$ cat config.mk
export PLATFORM = sky130hd
export DESIGN_NAME = pc_fetch
export DESIGN_NICKNAME = d
export VERILOG_FILES = /design/src/rtl/pc_fetch_pkg.sv /design/src/rtl/pc_fetch_queue.sv /design/src/rtl/pc_fetch.sv
export SDC_FILE = /design/constraint.sdc
export NUM_CORES = 1
export LEC_CHECK = 0
export CORE_UTILIZATION = 45
export DETAILED_ROUTE_END_ITERATION = 16
export PLACE_DENSITY = 0.72
export REMOVE_ABC_BUFFERS = 1
export SLEW_MARGIN = 20
export SYNTH_ARGS = -nofsm -noshare
export SYNTH_HDL_FRONTEND = slang
export SYNTH_HIERARCHICAL = 1
export SYNTH_SLANG_ARGS = --single-unit
$ cat constraint.sdc
create_clock -name clk -period 4.6 [get_ports clk]
set_clock_uncertainty 0.1 [all_clocks]
set_input_delay 0.69 -clock clk [delete_from_list [all_inputs] [get_ports clk]]
set_output_delay 0.69 -clock clk [all_outputs]
set_load 0.005 [all_outputs]
$ cat src/rtl/pc_fetch_pkg.sv
// Shared types and constants for the instruction-fetch front end.
// Holds the FSM state encoding and the fetch queue sizing.
package pc_fetch_pkg;

    typedef enum logic [1:0] {
        IDLE = 2'd0,
        REQ  = 2'd1,
        WAIT = 2'd2
    } fetch_state_t;

    typedef struct packed {
        logic [31:0] pc;
        logic [31:0] inst;
    } fetch_entry_t;

    localparam int INST_BYTES   = 4;
    localparam int FETCH_QDEPTH = 2;
    localparam logic [31:0] RESET_PC = 32'h0000_0000;

endpackage

$ cat src/rtl/pc_fetch_queue.sv
// Two-entry FIFO of {pc, inst} between the fetch FSM and decode.
// Entry 0 is always the head, so the head outputs come straight from a register.
module pc_fetch_queue
    import pc_fetch_pkg::*;
(
    input  logic        clk,
    input  logic        reset,
    input  logic        push,
    input  logic [31:0] push_pc,
    input  logic [31:0] push_inst,
    input  logic        pop,
    input  logic        flush,
    output logic [1:0]  count,
    output logic        head_valid,
    output logic [31:0] head_pc,
    output logic [31:0] head_inst
);

    localparam logic [1:0] QFULL = 2'(FETCH_QDEPTH);

    fetch_entry_t e0;
    fetch_entry_t e1;
    fetch_entry_t din;
    logic         do_push;
    logic         do_pop;

    assign din     = '{pc: push_pc, inst: push_inst};
    assign do_pop  = pop && (count != 2'd0);
    assign do_push = push && ((count != QFULL) || do_pop);

    always_ff @(posedge clk) begin
        if (reset) begin
            e0    <= '0;
            e1    <= '0;
            count <= 2'd0;
        end else if (flush) begin
            count <= 2'd0;
        end else begin
            unique case ({do_push, do_pop})
                2'b10: begin
                    if (count == 2'd0) e0 <= din;
                    else               e1 <= din;
                    count <= count + 2'd1;
                end
                2'b01: begin
                    e0    <= e1;
                    count <= count - 2'd1;
                end
                2'b11: begin
                    // simultaneous push/pop keeps occupancy; new word lands behind the survivor
                    if (count == 2'd1) begin
                        e0 <= din;
                    end else begin
                        e0 <= e1;
                        e1 <= din;
                    end
                end
                default: ;
            endcase
        end
    end

    assign head_valid = (count != 2'd0);
    assign head_pc    = e0.pc;
    assign head_inst  = e0.inst;

endmodule

$ cat src/rtl/pc_fetch.sv
// Instruction-fetch front end: PC register, single-outstanding fetch FSM, 2-entry queue.
// FETCH_MISALIGN_TRAP_EN: misaligned redirects raise sticky fetch_misaligned and park fetch.
//
//   state | meaning
//   IDLE  | post-reset bubble, or parked after a misaligned redirect
//   REQ   | presenting pc to imem while the queue has room
//   WAIT  | one request outstanding; drop_next marks its response as stale
module pc_fetch
    import pc_fetch_pkg::*;
(
    input  logic        clk,
    input  logic        reset,
    output logic        imem_req_valid,
    output logic [31:0] imem_req_addr,
    input  logic        imem_req_ready,
    input  logic        imem_rsp_valid,
    input  logic [31:0] imem_rsp_data,
    input  logic        redirect_valid,
    input  logic [31:0] redirect_pc,
    output logic        inst_valid,
    input  logic        inst_ready,
    output logic [31:0] inst_data,
    output logic [31:0] inst_pc,
    output logic        fetch_misaligned
);

    localparam logic [1:0] QFULL = 2'(FETCH_QDEPTH);

    fetch_state_t state, state_n;
    logic [31:0]  pc, pc_n;
    logic [31:0]  req_pc, req_pc_n;
    logic         drop_next, drop_n;
    logic         push;
    logic         hs;
    logic         owed;
    logic [1:0]   count;
    logic [31:0]  redir_tgt;
    logic         redir_mis;
    logic         mis_q;

    assign redir_tgt = redirect_pc & ~32'h3;

`ifdef FETCH_MISALIGN_TRAP_EN
    assign redir_mis = (redirect_pc[1:0] != 2'b00);

    always_ff @(posedge clk) begin
        if (reset)               mis_q <= 1'b0;
        else if (redirect_valid) mis_q <= redir_mis;
    end
`else
    assign redir_mis = 1'b0;
    assign mis_q     = 1'b0;
`endif

    assign fetch_misaligned = mis_q;
    assign imem_req_valid   = (state == REQ) && (count < QFULL);
    assign imem_req_addr    = pc;
    assign hs               = imem_req_valid && imem_req_ready;
    // a redirect still owes one response if memory has accepted a request we have not heard back from
    assign owed             = ((state == WAIT) && !imem_rsp_valid) || hs;

    always_ff @(posedge clk) begin
        if (reset) begin
            state     <= IDLE;
            pc        <= RESET_PC;
            req_pc    <= RESET_PC;
            drop_next <= 1'b0;
        end else begin
            state     <= state_n;
            pc        <= pc_n;
            req_pc    <= req_pc_n;
            drop_next <= drop_n;
        end
    end

    always_comb begin
        state_n  = state;
        pc_n     = pc;
        req_pc_n = req_pc;
        drop_n   = drop_next;
        push     = 1'b0;
        unique case (state)
            IDLE: begin
                if (!mis_q) state_n = REQ;
            end
            REQ: begin
                if (hs) begin
                    pc_n     = pc + 32'(INST_BYTES);
                    req_pc_n = pc;
                    state_n  = WAIT;
                end
            end
            WAIT: begin
                if (imem_rsp_valid) begin
                    drop_n = 1'b0;
                    if (drop_next) begin
                        state_n = mis_q ? IDLE : REQ;
                    end else begin
                        push    = 1'b1;
                        state_n = REQ;
                    end
                end
            end
            default: state_n = IDLE;
        endcase
        if (redirect_valid) begin
            push    = 1'b0;
            pc_n    = redir_tgt;
            drop_n  = owed;
            state_n = owed ? WAIT : (redir_mis ? IDLE : REQ);
        end
    end

    pc_fetch_queue u_queue (
        .clk       (clk),
        .reset     (reset),
        .push      (push),
        .push_pc   (req_pc),
        .push_inst (imem_rsp_data),
        .pop       (inst_ready),
        .flush     (redirect_valid),
        .count     (count),
        .head_valid(inst_valid),
        .head_pc   (inst_pc),
        .head_inst (inst_data)
    );

endmodule

; ---- After elaboration in Yosys (flattened, before gate mapping)
; Cells that the tools add are included.
[classes]
reduce_logical = 25
magnitude_cmp = 1
bitwise_logic = 1
mux = 22
add_sub_neg = 3
n_eq_ne = 12
[op_table]
columns = operator, n
row1 = 2-to-1 mux 64 bit, 4
row2 = case mux 64 bit (3 select lines), 1
row3 = case mux 64 bit (2 select lines), 1
row4 = 2-to-1 mux 32 bit, 3
row5 = "adder 32 x 3 -> 32 bit, second input constant", 1
row6 = nonzero test 2 bit, 7
row7 = 2-to-1 mux 2 bit, 4
row8 = AND reduction 2 bit, 4
row9 = 2-to-1 mux 1 bit, 7
row10 = "equality test 2 x 1 -> 1 bit, second input constant", 3
row11 = "equality test 2 bit, second input constant", 3
row12 = "!= test 2 bit, second input constant", 3
row13 = "!= test 3 bit, second input constant", 2
row14 = case mux 2 bit (3 select lines), 1
row15 = logical AND 1 bit, 5
row16 = zero test 2 bit, 2
row17 = case mux 2 bit (2 select lines), 1
row18 = AND reduction 4 bit, 1
row19 = AND reduction 3 bit, 1
row20 = nonzero test 3 bit, 1
row21 = "adder 2 x 1 -> 2 bit, second input constant", 1
row22 = logical OR 1 bit, 2
row23 = "less-than comparator 2 bit, second input constant", 1
row24 = "!= test 2 x 1 -> 1 bit, second input constant", 1
row25 = other kinds (4), 4
[word_totals]
register_bits = 197
elab_cells = 74
out_inout_bits = 99

; ---- Longest topological paths before layout
[logic_depth]
depth_word = 8
depth_mapped = 11
depth_no_buf = 6

; ---- Modules after synthesis
; The synthesis kept the hierarchy.
[by_module_without_submodules]
columns = module, instances, area_per_inst_um2, cells_per_inst, seq_area_each_um2
row1 = pc_fetch_queue, 1, 5246.3, 659, 2602.5
row2 = pc_fetch, 1, 2989.1, 374, 1261.2

; ---- Least setup slack after synthesis
; No wires, ideal clock.
[synth_timing]
kind = input to register
start = input port redirect_valid
end = register u_queue.e0, in the netlist u_queue/head_inst[10]
t_required_ps = 4412
n_path_buf = 4
path_slack_ps = 2063
arrival_time_ps = 2349
path_stages = 9
cell_sequence = clkbuf_1 > buf_1 > nor2_1 > and3_1 > buf_2 > a21oi_4 > buf_6 > nand2_1 > a311oi_2
[synth_via]
elab_chain_cells = 5
elab_cells_between_ends = 10
classes_between = 4 x eq/ne / 2 x mux / 1 x bitwise / 3 x reduce/logical
[synth_rtl]
columns = item, line_no
row1 = from (decl), pc_fetch.sv:18  ; input logic redirect_valid,
row2 = 2-to-1 mux 1 bit (*), pc_fetch.sv:106  ; if (redirect_valid) begin
row3 = net push, pc_fetch.sv:33  ; logic push;
row4 = logical AND 1 bit (*), pc_fetch_queue.sv:29  ; assign do_push = push && ((count != QFULL) || do_pop);
row5 = equality test 2 bit / equality test 2 x 1 -> 1 bit (equally long branches), pc_fetch_queue.sv:39  ; unique case ({do_push, do_pop})
row6 = != test 2 x 1 -> 1 bit (no source line) / nonzero test 3 bit (equally long branches), --
row7 = AND reduction 3 bit (no source line), --
row8 = to (signal assigned), pc_fetch_queue.sv:41  ; if (count == 2'd0) e0 <= din;
row9 = to (signal assigned), pc_fetch_queue.sv:52  ; e0 <= din;
row10 = to (decl), pc_fetch_queue.sv:21  ; fetch_entry_t e0;
; The timed path passes the listed nets; every way through them passes the cells marked *.
; A chain may end at the register's enable or synchronous reset.

; ---- Worst setup path in the final report
[layout_timing]
start = input port redirect_valid
end = register u_queue.e0, in the netlist u_queue/head_inst[29]
; Same word-level chain as after synthesis.

==> results.py <==
metrics = {
    "sta": {
        "finalSetupViolations": 0,
        "timing.hold.ws_ns": 0.3551,
        "final_hold_viol_count": 0,
        "rsz0062_at_grt": "no",
        "worst_slack_ns": 1.845,
        "max-slew-margin-rel_pct": 41.02,
        "slew_viol_final": 0,
        "worst_pin_slew_ns": 0.8847,
        "timing.fmax_mhz": 363.0,
        "fin_crit_sh_pct": 59.88,
        "period_minus_slack_ns": 2.755,
    },
    "status": {
        "status": "finished, final reports clean",
    },
    "finish": {
        "fillCellCount": 1729,
        "syn2layout_area_growth_pct": 27.30,
        "fin_nets": 1223,
        "num_antenna_cells": 0,
        "drive_above_1_share_pct": 5.852,
    },
    "synth": {
        "synth_largest_area_cell": "dfxtp_1",
        "ys_types": 58,
        "synthArstFlopShare_pct": 0,
        "yosysWarningCount": 6,
        "ys_seq_area_share_pct": 46.92,
        "syn_avg_cell_area_um2": 7.972,
        "syn_inst": 1033,
        "synth_ff_type": "dfxtp_1",
        "synth_commonest_cells": "nand2_1 (331), dfxtp_1 (193), a21oi_1 (98)",
        "synth_edf_count": 0,
        "ys_seq_elements": 193,
        "synth_most_common_cell": "nand2_1",
        "ys_top_cells_by_area": "dfxtp_1 (47%), nand2_1 (15%), a311oi_1 (6.8%), a21oi_1 (6.0%), nor2_1 (4.2%)",
        "yosysTopAreaCellShare_pct": 46.92,
        "syn_area_um2": 8235,
    },
    "placed_design": {
        "place_congestion": 0.7684,
        "portBuffers": 163,
        "hpwl_um": 12990,
        "dp_slack_ns": 1.444,
    },
    "clock_network": {
        "cts_tree": "built",
        "cts_buffer_depth": 2,
        "htreeDepth": 4,
        "cts_buffers": 17,
        "cts_root_buf": "clkbuf_16",
        "ctsHoldBuffers": 0,
        "clock_sinks": 193,
        "clk_pin_slew_ns": 0.07,
        "cts_resized": 0,
        "worstSkewPairLatency_ns": 0.44,
        "cts_setup_buffers": 0,
    },
    "drt": {
        "drtIter0Drc": 496,
        "num_vias": 7634,
        "ant_nets": 0,
        "viasPerCell": 5.488,
        "firstDrtPassIters": 5,
        "post-route-drc-count": 0,
        "routed_wl_um": 21730,
        "drt-wirelength-per-cell_um": 15.62,
    },
    "grt": {
        "grt-ovfl-total": 0,
        "grt_pass1_wl_um": 34490,
        "track_usage_pct": 23.49,
        "antenna_found_initial": 0,
        "grt_max_degree": 129,
        "grt_pass1_vias": 6756,
    },
    "worst_setup_path": {
        "critPathMaxFanout": 128,
        "reg2regPathDepth": 7,
        "path_class": "in2reg",
        "cp.required_ns": 4.83,
        "rrSetupSlack_ns": 1.98,
        "r2r-start": "state[1]$_SDFFE_PP0P_",
        "end_kind": "register",
        "critPathLaunchType": "input port",
        "critPathArrivalTime_ns": 2.99,
        "reg2reg_to": "u_queue/head_inst[29]$_SDFFE_PP0P_",
    },
    "floorplan": {
        "die_x_um": 137.3,
        "die_area_um2": 18850,
        "die-height_um": 137.3,
        "row_count": 49,
        "coreArea_um2": 17960,
        "start_util_pct": 45.85,
        "io_pins": 169,
    },
    "min_path": {
        "min_path_cells": 2,
        "min-delay-start": "u_queue/e1[33]$_SDFFE_PP0P_",
        "hp-class": "reg2reg",
        "min_to": "u_queue/e1[33]$_SDFFE_PP0P_",
    },
    "job": {
        "max_cap_viol_count": 0,
    },
    "pwr": {
        "ir_worst_vdd_mv": 0.2889,
        "powerDensity_nw_per_um2": 335.9,
        "finalPower_w": 0.003522,
        "leakage_nw": 3.307,
    },
}
-- per-layer routing --
| layer | track usage [%] | vias to the layer above | wire length (µm) |
|---|---|---|---|
| li1 | - | 3815 | - |
| met1 | 31.00 | 3532 | 9937 |
| met2 | 37.71 | 259 | 9894 |
| met3 | 5.703 | 28 | 1603 |
| met4 | 7.265 | 0 | 291 |
| met5 | 0 | - | 0 |
-- power breakdown --
| part | switching, W | total (W) | internal, W |
|---|---|---|---|
| combinational | 0.000135 | 0.000279 | 0.000144 |
| sequential | 0.0000489 | 0.00176 | 0.00171 |
| clock | 0.000676 | 0.00149 | 0.000811 |
-- worst max-delay path, stage by stage --
cell             delay (ns)
clkdlybuf4s50_1        0.42
nor2_1                 0.11
and3_1                 0.45
nand3b_1               0.20
a21oi_4                0.20
buf_12                 0.38
nor2_1                 0.08
a311oi_1               0.28
-- cell type report --
| cell class | count | area (µm²) | share of cell area (%) |
|---|---|---|---|
| tap | 229 | 286.5 | 2.733 |
| multi-input combinational | 753 | 3965 | 37.82 |
| timing repair buffer | 175 | 1748 | 16.67 |
| clock inverter | 14 | 157.7 | 1.504 |
| sequential | 193 | 3864 | 36.85 |
| inverter | 9 | 33.78 | 0.3222 |
| clock buffer | 18 | 429.2 | 4.094 |
-- layout by cell type, fill, tap and decap left out, types with 3 or more instances in the layout --
master             n
a21oi_1           98
clkinv_4           4
nand2b_1           3
nor4_1             6
inv_1              7
or4_1              7
a311oi_1          64
clkdlybuf4s50_1  162
xor2_1             3
nand2_1          331
xnor2_1            5
nand3_1           12
nor2_1            92
nor3_1             8
clkbuf_16         17
conb_1             7
a211oi_1           9
ha_1               4
nand4_1           11
a31oi_1            5
and4_1             4
dfxtp_1          193
buf_4             10
o21ai_0           11
and3_1             5
a2111oi_0          3
or3_1              9
nor4b_1            4
o31ai_1            5
a311oi_2          13
inv_6              3
-- flip-flops by register name, summed over array words and instances (netlist names) --
| register | cells |
|---|---|
| drop_next | 1 |
| imem_req_addr | 30 |
| req_pc | 30 |
| state | 2 |
| u_queue/count | 2 |
| u_queue/e1 | 64 |
| u_queue/head_inst | 32 |
| u_queue/head_pc | 32 |
-- how the worst max path moves through the flow --
| stage | start | end | slack [ns] | depth (start not counted) |
|---|---|---|---|---|
| final | redirect_valid | u_queue/head_inst[29]$_SDFFE_PP0P_ | 1.85 | 8 |
| after global placement | redirect_valid | drop_next$_SDFFE_PP0P_ | 1.47 | 6 |
| after CTS | redirect_valid | u_queue/head_inst[23]$_SDFFE_PP0P_ | 1.89 | 7 |
| after floorplan | redirect_valid | u_queue/head_inst[10]$_SDFFE_PP0P_ | -0.06 | 5 |
| after detailed placement | redirect_valid | u_queue/head_inst[15]$_SDFFE_PP0P_ | 1.44 | 7 |
| after global routing | redirect_valid | drop_next$_SDFFE_PP0P_ | 1.70 | 6 |
-- through the flow --
step                      instance area, µm²  instances  setup TNS [ns]  utilization [%]
after detailed placement                9897       1359               0            55.10
after CTS                              10480       1391               0            58.36
after global routing                   10480       1391               0            58.36
final                                  10480       1391               0            58.36
after floorplan                         7835        955         -0.7814                -
after global placement                  9897       1359               0            55.10
-- kinds of logic after synthesis --
logic type	after synthesis	share of synthesized area (%)
AOI/OAI and AO/OA	222	19.40
buffers and inverters	93	5.546
and+or+nand+nor	510	26.39
xor gates and xnor gates	8	0.8508
other	1	0.04554
muxes	2	0.2431
DFF	193	46.92
adders and majority gates	4	0.6077
Power figures use the tool's default switching activity.
